$ cat src/rtl/xbar_pkg.sv
// rtl/xbar_pkg.sv - shared types and constants for the crossbar toggle handshake
`ifndef QW
`define QW 32
`endif
`ifndef XH
`define XH 4
`endif

package xbar_pkg;

    typedef enum logic {
        IDLE     = 1'b0,
        WAIT_ACK = 1'b1
    } state_t;

    // One crossbar vector: XH lanes of QW bits, lane 0 in the low bits.
    typedef logic [`XH-1:0][`QW-1:0] vec_t;

    localparam int ERR_TIMEOUT   = 0;
    localparam int ERR_UNEXP_ACK = 1;

endpackage

$ cat src/rtl/xbar_issuer_if.sv
// rtl/xbar_issuer_if.sv - upstream, crossbar and status signals of the issuer
`ifndef QW
`define QW 32
`endif
`ifndef XH
`define XH 4
`endif

interface xbar_issuer_if #(
    parameter int CNT_W = 16
);

    xbar_pkg::vec_t     vector_i;
    logic               valid_i;
    logic               ready_o;
    xbar_pkg::vec_t     vector_o;
    logic               valid_o_tg;
    logic               ready_i_tg;
    logic               busy_o;
    logic [CNT_W-1:0]   issued_cnt_o;
    logic [1:0]         err_o;

    // Issuer side.
    modport slave (
        input  vector_i, valid_i, ready_i_tg,
        output ready_o, vector_o, valid_o_tg, busy_o, issued_cnt_o, err_o
    );

    // Feeder / crossbar / observer side.
    modport master (
        output vector_i, valid_i, ready_i_tg,
        input  ready_o, vector_o, valid_o_tg, busy_o, issued_cnt_o, err_o
    );

endinterface

$ cat src/rtl/xbar_issuer_toggle_sync.sv
// rtl/xbar_issuer_toggle_sync.sv - two-flop toggle synchronizer with edge pulse
module toggle_sync (
    input  logic clk,
    input  logic rstn,
    input  logic tg,
    output logic pulse
);

    logic s1;
    logic s2;

    // Bring the foreign toggle into the clk domain; s2 lags s1 by one cycle.
    always_ff @(posedge clk or negedge rstn) begin
        if (!rstn) begin
            s1 <= 1'b0;
            s2 <= 1'b0;
        end else begin
            s1 <= tg;
            s2 <= s1;
        end
    end

    // Any level change seen between the two stages is one event.
    assign pulse = s1 ^ s2;

endmodule

$ cat src/rtl/xbar_issuer.sv
// rtl/xbar_issuer.sv - transmit side of the crossbar toggle handshake
`ifndef QW
`define QW 32
`endif
`ifndef XH
`define XH 4
`endif

module xbar_issuer
    import xbar_pkg::*;
#(
    parameter int TIMEOUT = 1024,
    parameter int CNT_W   = 16
) (
    input  logic          clk,
    input  logic          rstn,
    xbar_issuer_if.slave  bus
);

    localparam int            TW      = (TIMEOUT > 1) ? $clog2(TIMEOUT + 1) : 1;
    localparam logic [TW-1:0] TMO_MAX = TW'(TIMEOUT);

    logic             ack_pulse;
    logic             xfer;
    state_t           state;
    vec_t             vec_q;
    vec_t             buf_q;
    logic             buf_valid;
    logic             tg_q;
    logic [CNT_W-1:0] cnt_q;
    logic [1:0]       err_q;
    logic [TW-1:0]    tmo_q;
    logic [TW-1:0]    tmo_nxt;

    toggle_sync u_ack_sync (
        .clk   (clk),
        .rstn  (rstn),
        .tg    (bus.ready_i_tg),
        .pulse (ack_pulse)
    );

    // The holding buffer is the only thing that can refuse a vector.
    assign xfer = bus.valid_i && !buf_valid;

    // Saturating step of the wait counter; it parks at TIMEOUT.
    always_comb begin
        tmo_nxt = tmo_q;
        if (tmo_q != TMO_MAX) begin
            tmo_nxt = tmo_q + TW'(1);
        end
    end

    // Issue FSM: presents one vector at a time, refills from the buffer or
    // straight from upstream when the acknowledge returns.
    always_ff @(posedge clk or negedge rstn) begin
        if (!rstn) begin
            state     <= IDLE;
            vec_q     <= '0;
            buf_q     <= '0;
            buf_valid <= 1'b0;
            tg_q      <= 1'b0;
            cnt_q     <= '0;
            err_q     <= '0;
            tmo_q     <= '0;
        end else begin
            case (state)
                IDLE: begin
                    if (ack_pulse) begin
                        err_q[ERR_UNEXP_ACK] <= 1'b1;
                    end
                    if (xfer) begin
                        vec_q <= bus.vector_i;
                        tg_q  <= ~tg_q;
                        tmo_q <= '0;
                        state <= WAIT_ACK;
                    end
                end
                WAIT_ACK: begin
                    tmo_q <= tmo_nxt;
                    if ((TIMEOUT != 0) && (tmo_nxt == TMO_MAX)) begin
                        err_q[ERR_TIMEOUT] <= 1'b1;
                    end
                    if (ack_pulse) begin
                        cnt_q <= cnt_q + CNT_W'(1);
                        if (buf_valid) begin
                            vec_q     <= buf_q;
                            tg_q      <= ~tg_q;
                            buf_valid <= 1'b0;
                            tmo_q     <= '0;
                        end else if (xfer) begin
                            // Bypass: the new vector never touches the buffer.
                            vec_q <= bus.vector_i;
                            tg_q  <= ~tg_q;
                            tmo_q <= '0;
                        end else begin
                            state <= IDLE;
                        end
                    end else if (xfer) begin
                        buf_q     <= bus.vector_i;
                        buf_valid <= 1'b1;
                    end
                end
                default: state <= IDLE;
            endcase
        end
    end

    assign bus.ready_o      = !buf_valid;
    assign bus.vector_o     = vec_q;
    assign bus.valid_o_tg   = tg_q;
    assign bus.busy_o       = (state == WAIT_ACK) || buf_valid;
    assign bus.issued_cnt_o = cnt_q;
    assign bus.err_o        = err_q;

endmodule

$ cat src/flat_wrapper.sv
// flat-port wrapper written by rule: the top's interface ports become plain ports
module xbar_issuer_flat import xbar_pkg::*;
#(
    parameter int TIMEOUT = 1024,
    parameter int CNT_W   = 16
)
  (clk, rstn, bus_vector_i, bus_valid_i, bus_ready_i_tg, bus_ready_o, bus_vector_o, bus_valid_o_tg, bus_busy_o, bus_issued_cnt_o, bus_err_o);
  xbar_issuer_if #(.CNT_W(CNT_W)) bus_i ();
  input  logic clk;
  input  logic rstn;
  input wire logic [$bits(bus_i.vector_i)-1:0] bus_vector_i;
  input wire logic [$bits(bus_i.valid_i)-1:0] bus_valid_i;
  input wire logic [$bits(bus_i.ready_i_tg)-1:0] bus_ready_i_tg;
  output wire logic [$bits(bus_i.ready_o)-1:0] bus_ready_o;
  output wire logic [$bits(bus_i.vector_o)-1:0] bus_vector_o;
  output wire logic [$bits(bus_i.valid_o_tg)-1:0] bus_valid_o_tg;
  output wire logic [$bits(bus_i.busy_o)-1:0] bus_busy_o;
  output wire logic [$bits(bus_i.issued_cnt_o)-1:0] bus_issued_cnt_o;
  output wire logic [$bits(bus_i.err_o)-1:0] bus_err_o;
  assign bus_i.vector_i = bus_vector_i;
  assign bus_i.valid_i = bus_valid_i;
  assign bus_i.ready_i_tg = bus_ready_i_tg;
  assign bus_ready_o = bus_i.ready_o;
  assign bus_vector_o = bus_i.vector_o;
  assign bus_valid_o_tg = bus_i.valid_o_tg;
  assign bus_busy_o = bus_i.busy_o;
  assign bus_issued_cnt_o = bus_i.issued_cnt_o;
  assign bus_err_o = bus_i.err_o;
  xbar_issuer #(.TIMEOUT(TIMEOUT), .CNT_W(CNT_W)) u_core (.clk(clk), .rstn(rstn), .bus(bus_i));
endmodule
$ cat config.mk
export PLATFORM = sky130hd
export DESIGN_NAME = xbar_issuer_flat
export DESIGN_NICKNAME = d
export VERILOG_FILES = /design/src/rtl/xbar_pkg.sv /design/src/rtl/xbar_issuer_if.sv /design/src/rtl/xbar_issuer_toggle_sync.sv /design/src/rtl/xbar_issuer.sv /design/src/flat_wrapper.sv
export SDC_FILE = /design/constraint.sdc
export NUM_CORES = 1
export LEC_CHECK = 0
export BUFFER_PORTS_ARGS = -buffer_cell sky130_fd_sc_hd__buf_2
export CAP_MARGIN = 30
export CORE_UTILIZATION = 30
export CTS_BUF_LIST = sky130_fd_sc_hd__clkbuf_4 sky130_fd_sc_hd__clkbuf_8 sky130_fd_sc_hd__clkbuf_16
export DETAILED_ROUTE_END_ITERATION = 12
export GPL_ROUTABILITY_DRIVEN = 0
export GPL_TIMING_DRIVEN = 0
export PLACE_DENSITY = 0.59
export SLEW_MARGIN = 5
export SYNTH_ARGS = -nofsm -noshare
export SYNTH_HDL_FRONTEND = slang
export SYNTH_SLANG_ARGS = --single-unit
$ cat constraint.sdc
create_clock -name clk -period 2.35 [get_ports clk]
set_input_delay 0.235 -clock clk [delete_from_list [all_inputs] [get_ports clk]]
set_output_delay 0.235 -clock clk [all_outputs]
set_load 0.005 [all_outputs]
After elaboration in Yosys (flattened, before gate mapping)
Cells that the tools add are included.
Widths: inputs -> output; s select.
{ "op_classes": {"n_shift": 0, "n_lt_le_gt_ge": 0, "div": 0, "n_reduce_logical": 9, "mux": 20, "add_sub_neg": 2, "mul": 0, "n_bitwise": 4, "n_eq_ne": 4} }
{ "op_table": {"columns": ["operator", "n"], "rows": [
  ["$mux 128", 3],
  ["$pmux 128 s2", 1],
  ["$mux 11", 5],
  ["$pmux 11 s2", 1],
  ["$add 16x1->16 const B", 1],
  ["$add 11x1->11 const B", 1],
  ["$eq 11x11->1 const B", 1],
  ["$ne 11x11->1 const B", 1],
  ["$mux 1", 8],
  ["$reduce_and 2->1", 4],
  ["$ne 2x1->1 const B", 2],
  ["$pmux 1 s2", 2],
  ["$not 1->1", 3],
  ["$reduce_and 3->1", 1],
  ["$reduce_bool 2->1", 1],
  ["$logic_and 1x1->1", 1],
  ["$logic_not 1->1", 1],
  ["$logic_or 1x1->1", 1],
  ["$xor 1x1->1", 1]
]} }
{ "word_totals": {"out_inout_bits": 149, "latch_bits": 0, "rom_bits": 0, "inputBits": 132, "ramBits": 0, "n_memories": 0, "register_bits": 290} }

Logic depth before layout (Yosys ltp)
Gate-level depths: netlist of run 1.
{ "depth": {"ltp_word": 6, "depth_mapped": 7, "ltp_nobuf": 6} }

Modules after synthesis
A second synthesis of run 1 with hierarchy kept.
{ "hier_totals": {"hier_cells": 1012, "area_unflattened_um2": 11876.4} }
{ "by_module_without_submodules": {"columns": ["module", "cells_per_inst", "area_per_inst_um2", "instances", "seq_area_each_um2"], "rows": [
  ["xbar_issuer", 1009, 11817.6, 1, 7206.9],
  ["toggle_sync", 3, 58.8, 1, 50.0]
]} }

Worst setup path before layout of run 1
No wires, ideal clock.
{ "synth_timing": {"path_type": "register to register", "from": "register u_core.tmo_q[0]", "to": "register u_core.err_q[0], in the netlist u_core.bus.err_o[0]", "path_stages_with_launch": 7, "n_path_buf": 0, "path_slack_ns": 0.681, "required_ns": 2.240, "arrival_ns": 1.559, "setup_time_ns": 0.110, "period_less_slack_ns": 1.669, "cell_sequence": "dfrtp_1 -> inv_1 -> ha_1 -> nand2b_1 -> a2111oi_0 -> a41oi_1 -> o41ai_1"} }
{ "synth_via": {"elab_chain_len": 4} }
{ "synth_lines": {"columns": ["element", "line_no", "text"], "rows": [
  ["from (decl)", "xbar_issuer.sv:32", "logic [TW-1:0] tmo_q;"],
  ["from (signal assigned)", "xbar_issuer.sv:79", "tmo_q <= tmo_nxt;"],
  ["$add 11x1->11 or $ne 11x11->1 (tied branches)", "xbar_issuer.sv:49, xbar_issuer.sv:48", null],
  ["$mux 11 *", "xbar_issuer.sv:48", "if (tmo_q != TMO_MAX) begin"],
  ["$eq 11x11->1 *", "xbar_issuer.sv:80", "if ((TIMEOUT != 0) && (tmo_nxt == TMO_MAX)) begin"],
  ["$reduce_and 2->1 (no line) *", null, null],
  ["to (signal assigned)", "xbar_issuer.sv:63", "err_q <= '0;"],
  ["to (signal, indexed assignment)", "xbar_issuer.sv:69", "err_q[ERR_UNEXP_ACK] <= 1'b1;"],
  ["to (signal, indexed assignment)", "xbar_issuer.sv:81", "err_q[ERR_TIMEOUT] <= 1'b1;"],
  ["to (decl)", "xbar_issuer.sv:31", "logic [1:0] err_q;"]
]} }
Mark *: on every way between the ends. The rest lies on a longest branch, timed or not.
A chain may end at the register's enable or synchronous reset.

Final worst setup path of run 1
{ "layout_timing": {"from": "register u_core.state", "to": "register u_core.vec_q (netlist bit u_core.bus.vector_o[97])"} }
{ "layout_via": {"elab_chain_len": 2} }
{ "layout_lines": {"columns": ["element", "line_no", "text"], "rows": [
  ["from (decl)", "xbar_issuer.sv:25", "state_t state;"],
  ["from (signal assigned)", "xbar_issuer.sv:57", "state <= IDLE;"],
  ["from (signal assigned)", "xbar_issuer.sv:75", "state <= WAIT_ACK;"],
  ["from (signal assigned)", "xbar_issuer.sv:96", "state <= IDLE;"],
  ["$not 1->1 (no line)", null, null],
  ["$pmux 128 s2", "xbar_issuer.sv:66", "case (state)"],
  ["to (signal assigned)", "xbar_issuer.sv:72", "vec_q <= bus.vector_i;"],
  ["to (signal assigned)", "xbar_issuer.sv:86", "vec_q <= buf_q;"],
  ["to (signal assigned)", "xbar_issuer.sv:92", "vec_q <= bus.vector_i;"],
  ["to (decl)", "xbar_issuer.sv:26", "vec_t vec_q;"]
]} }
Several ways; a longest one is shown, not always the timed one.

==> results of run 1 <==
==> cell type report <==
class | count | area, um^2
Multi-Input combinational cell | 649 | 4280
Antenna cell | 2 | 5.00
Sequential cell | 290 | 7260
Clock inverter | 12 | 179
Buffer | 80 | 379
Timing Repair Buffer | 413 | 2780
Clock buffer | 44 | 951
Inverter | 9 | 33.8
Tap cell | 518 | 648
Fill cell | 3649 | 22500
==> timing repair <==
item | in CTS | in global routing
endpoints found under the hold margin | 216 | 0
resized for setup | 0 | 1
hold buffers | 131 | 0
endpoints found under the setup margin | 0 | 4
buffers inserted | 0 | 0
==> power by group through the flow <==
stage	Combinational, W	Sequential [W]	Clock, W
floorplan	0.00447	0.00863	0
global placement	0.00749	0.00864	0
detailed placement	0.00767	0.00874	0
CTS	0.00788	0.00868	0.00558
global route	0.00866	0.00901	0.00579
finish	0.00775	0.00870	0.00540
==> state kept, by name, indices dropped and copies added (netlist names) <==
register and cells:
u_core.tmo_q 11, u_core.bus.vector_o 128, u_core.state 1, u_core.bus.issued_cnt_o 16, u_core.buf_valid 1, u_core.u_ack_sync.s1 1, u_core.u_ack_sync.s2 1, u_core.buf_q 128
u_core.bus.valid_o_tg 1, u_core.bus.err_o 2
==> placed cells by master, fill, tap and decap left out, types with 10 or more instances in the layout <==
| master | Yosys | layout |
|---|---|---|
| mux2_2 | 10 | 10 |
| clkbuf_1 | 35 | 35 |
| nor2_1 | 141 | 141 |
| dlygate4sd3_1 | 0 | 131 |
| nand3_1 | 11 | 11 |
| o22ai_1 | 129 | 129 |
| buf_4 | 11 | 11 |
| xor2_1 | 12 | 12 |
| nand2_1 | 13 | 13 |
| a21oi_1 | 132 | 132 |
| clkbuf_16 | 0 | 34 |
| dfrtp_1 | 290 | 290 |
| o21ai_0 | 10 | 10 |
| buf_2 | 27 | 305 |
| mux2_1 | 120 | 120 |
==> critical path: stages, from the launching register on <==
cell and delay [ns]:
dfrtp_1 0.38, clkbuf_1 0.19, buf_2 0.22, nand2_1 0.11, buf_2 0.38, clkbuf_1 0.52
a21oi_1 0.13
==> metrics by stage <==
step / worst slack (ns) / TNS, ns / instances
global placement: -4.61 / -1324.78 / 1826
detailed placement: 0.229 / 0 / 1828
global route: 0.0389 / 0 / 2017
floorplan: 0.681 / 0 / 1028
CTS: 0.208 / 0 / 2015
finish: 0.258 / 0 / 2017
==> cells by family after synthesis <==
| kind of cell | count (synthesis) |
|---|---|
| AO/OA/AOI/OAI | 292 |
| XOR/XNOR | 21 |
| adder cells (fa/ha/maj) | 3 |
| buffers and inverters | 89 |
| flip-flops | 290 |
| multiplexers | 130 |
| AND/OR/NAND/NOR | 203 |
==> path summary, 6_finish.rpt <==
check                                     startpoint                 endpoint  slack, ns  cells past startpoint
min in group clk                      bus_ready_i_tg     u_core.u_ack_sync.s1       0.37                      2
worst max-delay path                    u_core.state  u_core.bus.vector_o[97]       0.26                      6
worst max register to register          u_core.state  u_core.bus.vector_o[97]       0.26                      6
worst min-delay path                            rstn  u_core.bus.vector_o[57]       0.28                      2
worst min register to register  u_core.u_ack_sync.s1     u_core.u_ack_sync.s2       0.47                      0
max in group asynchronous                       rstn         u_core.buf_q[21]       1.06                      3
==> per-layer routing <==
metal / vias to the layer above / track usage [%] / wire, um
met1: 4865 / 23.3 / 16300
met4: 0 / 6.44 / 1140
li1: 4611 / - / -
met2: 261 / 28.3 / 16700
met5: - / 0 / 0
met3: 68 / 4.65 / 1900
==> impl_metrics.env, run 1 <==
export IMPL_ys_warnings_count=0
export IMPL_cp_max_fo=10
export IMPL_clockRootBuffer="clkbuf_16"
export IMPL_cts_sinks=290
export IMPL_vias=9805
export IMPL_cts_tree="yes"
export IMPL_switchingPower_w=0.00767
export IMPL_worstMarginPinSlew_ns=0.695
export IMPL_synthArstFlopShare_pct=100
export IMPL_ir_worst_vdd_mv=0.653
export IMPL_period_needed_ns=2.09
export IMPL_pwr_share_comb_pct=35.5
export IMPL_wirelength_um=36000
export IMPL_overflow=0
export IMPL_cts_inserted_buffers=34
export IMPL_grt_max_degree=112
export IMPL_h_tree_depth=2
export IMPL_ant_nets=0
export IMPL_startpoint_type="flip-flop"
export IMPL_drive_above_1_share_pct=26.3
export IMPL_p_int_w=0.0142
export IMPL_path_clk_slew_ns=0.06
export IMPL_final_area_um2=16500
export IMPL_min_path_type="primary input to asynchronous set/reset pin"
export IMPL_required_ns=2.73
export IMPL_clockBufferDepth=3
export IMPL_crit_path_end_kind="flip-flop"
export IMPL_netlist_area_um2=11900
export IMPL_hpwl_um=23900
export IMPL_dpl_instance_area_um2=14100
export IMPL_arrival_ns=2.47
export IMPL_ys_seq_area_share_pct=60.7
export IMPL_synth_area_mux_share_pct=12.3
export IMPL_syn_avg_cell_area_um2=11.6
export IMPL_ioPinCount=281
export IMPL_start_util_pct=30.6
export IMPL_core_area_um2=39000
export IMPL_power_density_nw_per_um2=1320
export IMPL_swShare_pct=35.1
export IMPL_grt_usage_pct=17.8
export IMPL_synth_top_family_by_area="compound AO/OA/AOI/OAI gates"
export IMPL_finalHoldViolCount=0
export IMPL_antenna_found_initial=3
export IMPL_post_route_period_util_pct=89.0
export IMPL_grt_pass1_wl_um=56900
export IMPL_first_pass_iters=5
export IMPL_synth_edf_count=0
export IMPL_setup_viol=0
export IMPL_syn_nets=1163
export IMPL_die_width_um=202
export IMPL_status="finished clean"
export IMPL_die_h_um=202
export IMPL_ys_ff_latch=290
export IMPL_drc=0
export IMPL_whs_ns=0.278
export IMPL_area_growth_syn_to_layout_pct=38.2
export IMPL_die_area_um2=40600
export IMPL_post_synth_top_count_cell="dfrtp_1"
export IMPL_p_clk_share_pct=24.7
export IMPL_synthCells=1028
export IMPL_io_buffers=280
export IMPL_vias_per_cell=4.86
export IMPL_clk_latency_ns=0.55
export IMPL_critPathKind="flip-flop to flip-flop"
export IMPL_p_total_w=0.0219
export IMPL_synth_compound_area_share_pct=14.2
export IMPL_ys_top_cells_by_area="dfrtp_1, mux2_1, o22ai_1, a21oi_1, nor2_1"
export IMPL_synth_xor_area_share_pct=1.60
export IMPL_grt_pass1_vias=10200
export IMPL_rows=72
export IMPL_layout_nets=1612
export IMPL_p_seq_share_pct=39.8
export IMPL_drtIter0Drc=518
export IMPL_yosys_area_share_simple_pct=7.49
export IMPL_worst_slew_margin_rel_pct=53.6
export IMPL_ys_types=48
export IMPL_maxSlewViolCount=0
export IMPL_synth_fa_ha_area_share_pct=0.314
export IMPL_final_core_util_pct=42.3
export IMPL_max_freq_mhz=478
export IMPL_yosys_top_cells_count="dfrtp_1, nor2_1, a21oi_1, o22ai_1, mux2_1"
export IMPL_yosys_area_top_type_share_pct=60.7
export IMPL_synth_area_leader_cell="dfrtp_1"
export IMPL_leakagePower_nw=7.38
export IMPL_cap_violations=0
export IMPL_routedWlPerCell_um=17.8
export IMPL_rsz0062_at_grt="false"
export IMPL_fin_worst_skew_ns=0.0235
export IMPL_synth_main_ff_cell="dfrtp_1"
Note: power is estimated with default switching activity, not from simulation.
==> inputs of run 2 (changes only) <==
--- a/config.mk
+++ b/config.mk
@@ -7,12 +7,13 @@
 export LEC_CHECK = 0
 export BUFFER_PORTS_ARGS = -buffer_cell sky130_fd_sc_hd__buf_2
 export CAP_MARGIN = 30
+export CORE_MARGIN = 2
 export CORE_UTILIZATION = 30
 export CTS_BUF_LIST = sky130_fd_sc_hd__clkbuf_4 sky130_fd_sc_hd__clkbuf_8 sky130_fd_sc_hd__clkbuf_16
 export DETAILED_ROUTE_END_ITERATION = 12
 export GPL_ROUTABILITY_DRIVEN = 0
 export GPL_TIMING_DRIVEN = 0
-export PLACE_DENSITY = 0.59
+export PLACE_DENSITY = 0.6
 export SLEW_MARGIN = 5
 export SYNTH_ARGS = -nofsm -noshare
 export SYNTH_HDL_FRONTEND = slang
==> constraint.sdc (replaced) <==
create_clock -name clk -period 1.9 [get_ports clk]
set_input_delay 0.19 -clock clk [delete_from_list [all_inputs] [get_ports clk]]
set_output_delay 0.19 -clock clk [all_outputs]
set_load 0.005 [all_outputs]
==> impl_metrics.env, run 2 (synthesis gave the netlist of run 1 again) <==
export IMPL_first_pass_iters=4
export IMPL_setup_viol=0
export IMPL_r2r_cells=6
export IMPL_ioPinCount=281
export IMPL_cts_tree="yes"
export IMPL_status="finished clean"
export IMPL_layout_nets=1612
export IMPL_h_tree_depth=2
export IMPL_critPathKind="flip-flop to flip-flop"
export IMPL_cp_startpoint="u_core.tmo_q[0]"
export IMPL_ant_nets=0
export IMPL_rr_startpoint="u_core.tmo_q[0]"
export IMPL_ir_worst_vdd_mv=0.799
export IMPL_post_route_period_util_pct=97.7
export IMPL_multiInputGateArea_um2=4320
export IMPL_grt_pass1_wl_um=56500
export IMPL_overflow=0
export IMPL_io_buffers=280
export IMPL_drc=0
export IMPL_final_common_cell="buf_2"
export IMPL_fin_worst_skew_ns=0.0230
export IMPL_leakagePower_nw=7.52
export IMPL_tns_ns=0
export IMPL_cap_violations=0
export IMPL_grt_max_degree=112
export IMPL_vias=9841
export IMPL_p_total_w=0.0271
export IMPL_power_density_nw_per_um2=1630
export IMPL_vias_per_cell=4.85
export IMPL_die_h_um=204
export IMPL_rows=73
export IMPL_final_area_um2=16700
export IMPL_worstMarginPinSlew_ns=0.756
export IMPL_maxSlewViolCount=0
export IMPL_cp_max_fo=8
export IMPL_start_util_pct=30.2
export IMPL_finalHoldViolCount=0
export IMPL_register_area_um2=7260
export IMPL_max_freq_mhz=539
export IMPL_min_path_type="primary input to asynchronous set/reset pin"
export IMPL_startpoint_type="flip-flop"
export IMPL_path_clk_slew_ns=0.06
export IMPL_period_needed_ns=1.86
export IMPL_routedWlPerCell_um=17.7
export IMPL_n_fill_cell=3815
export IMPL_die_area_um2=41400
export IMPL_hpwl_um=24000
export IMPL_wirelength_um=35900
export IMPL_cts_inserted_buffers=35
export IMPL_antenna_found_initial=4
export IMPL_grt_usage_pct=17.3
export IMPL_cts_sinks=290
export IMPL_crit_path_end_kind="flip-flop"
export IMPL_grt_pass1_vias=10200
export IMPL_required_ns=2.30
export IMPL_layout_common_cells="buf_2, dfrtp_1, nor2_1"
export IMPL_arrival_ns=2.25
export IMPL_area_growth_syn_to_layout_pct=39.6
export IMPL_clk_latency_ns=0.53
export IMPL_rsz0062_at_grt="true"
export IMPL_die_width_um=204
export IMPL_core_area_um2=39500
export IMPL_drtIter0Drc=450
export IMPL_clockBufferDepth=3
export IMPL_clockRootBuffer="clkbuf_16"
export IMPL_worst_slew_margin_rel_pct=49.6
export IMPL_dpl_instance_area_um2=14100
export IMPL_drive_above_1_share_pct=29.5
run 2: worst paths after layout:
kind | to | slack (ns)
setup / recovery | u_core.bus.err_o[0] | 0.04
hold / removal | u_core.bus.issued_cnt_o[5] | 0.23
setup reg to reg | u_core.bus.err_o[0] | 0.04
hold reg to reg | u_core.bus.issued_cnt_o[15] | 0.47
max in group asynchronous | u_core.bus.vector_o[116] | 0.65
min in group clk | u_core.u_ack_sync.s1 | 0.32
run 2: power by group:
part	leakage, nW	internal [W]	switching [W]
Clock	0.570	0.00397	0.00266
Sequential	3.41	0.00916	0.00162
Combinational	3.54	0.00447	0.00526
Total	7.52	0.0176	0.00954
run 2: per-layer routing:
metal	track usage (%)	vias up	part of all wire, %
met5	0	-	0.036
met4	7.59	2	3.5
met3	3.56	74	5.1
met2	27.6	279	47
met1	22.8	4880	45
li1	-	4606	-
run 2: area by class of cell:
| class | instances | share of cell area [%] |
|---|---|---|
| clock buffer | 46 | 5.97 |
| clock inverter | 15 | 0.848 |
| antenna | 3 | 0.0450 |
| buffer | 76 | 2.80 |
| multi-input combinational | 649 | 25.9 |
| tap | 525 | 3.94 |
| sequential | 290 | 43.5 |
| timing repair buffer | 416 | 16.8 |
| inverter | 9 | 0.203 |
run 2: per-stage QoR:
step	setup WS, ns	util [%]	hold slack, ns	instances
after floorplan	0.231	-	-0.106	1028
after global placement	-4.94	35.4	0.300	1833
after detailed placement	-0.244	35.6	0.235	1835
after CTS	0.00500	41.9	0.240	2027
after global routing	-0.0690	42.2	0.279	2029
final	0.0445	42.2	0.234	2029
run 2: critical path, cell delays in order, from the launching register on:
cell       delay (ns)
dfrtp_2          0.43
inv_1            0.11
ha_1             0.32
nand2b_1         0.17
a2111oi_0        0.38
a41oi_1          0.08
o41ai_1          0.27
run 2: what timing repair did:
item                       4_1_cts  5_1_grt
hold buffers                   131        0
gates resized for setup         37       39
pin swaps                        1        1
gates cloned                     0        0
setup buffers                    1        2
hold endpoints to repair       322        0
setup endpoints to repair      243      209
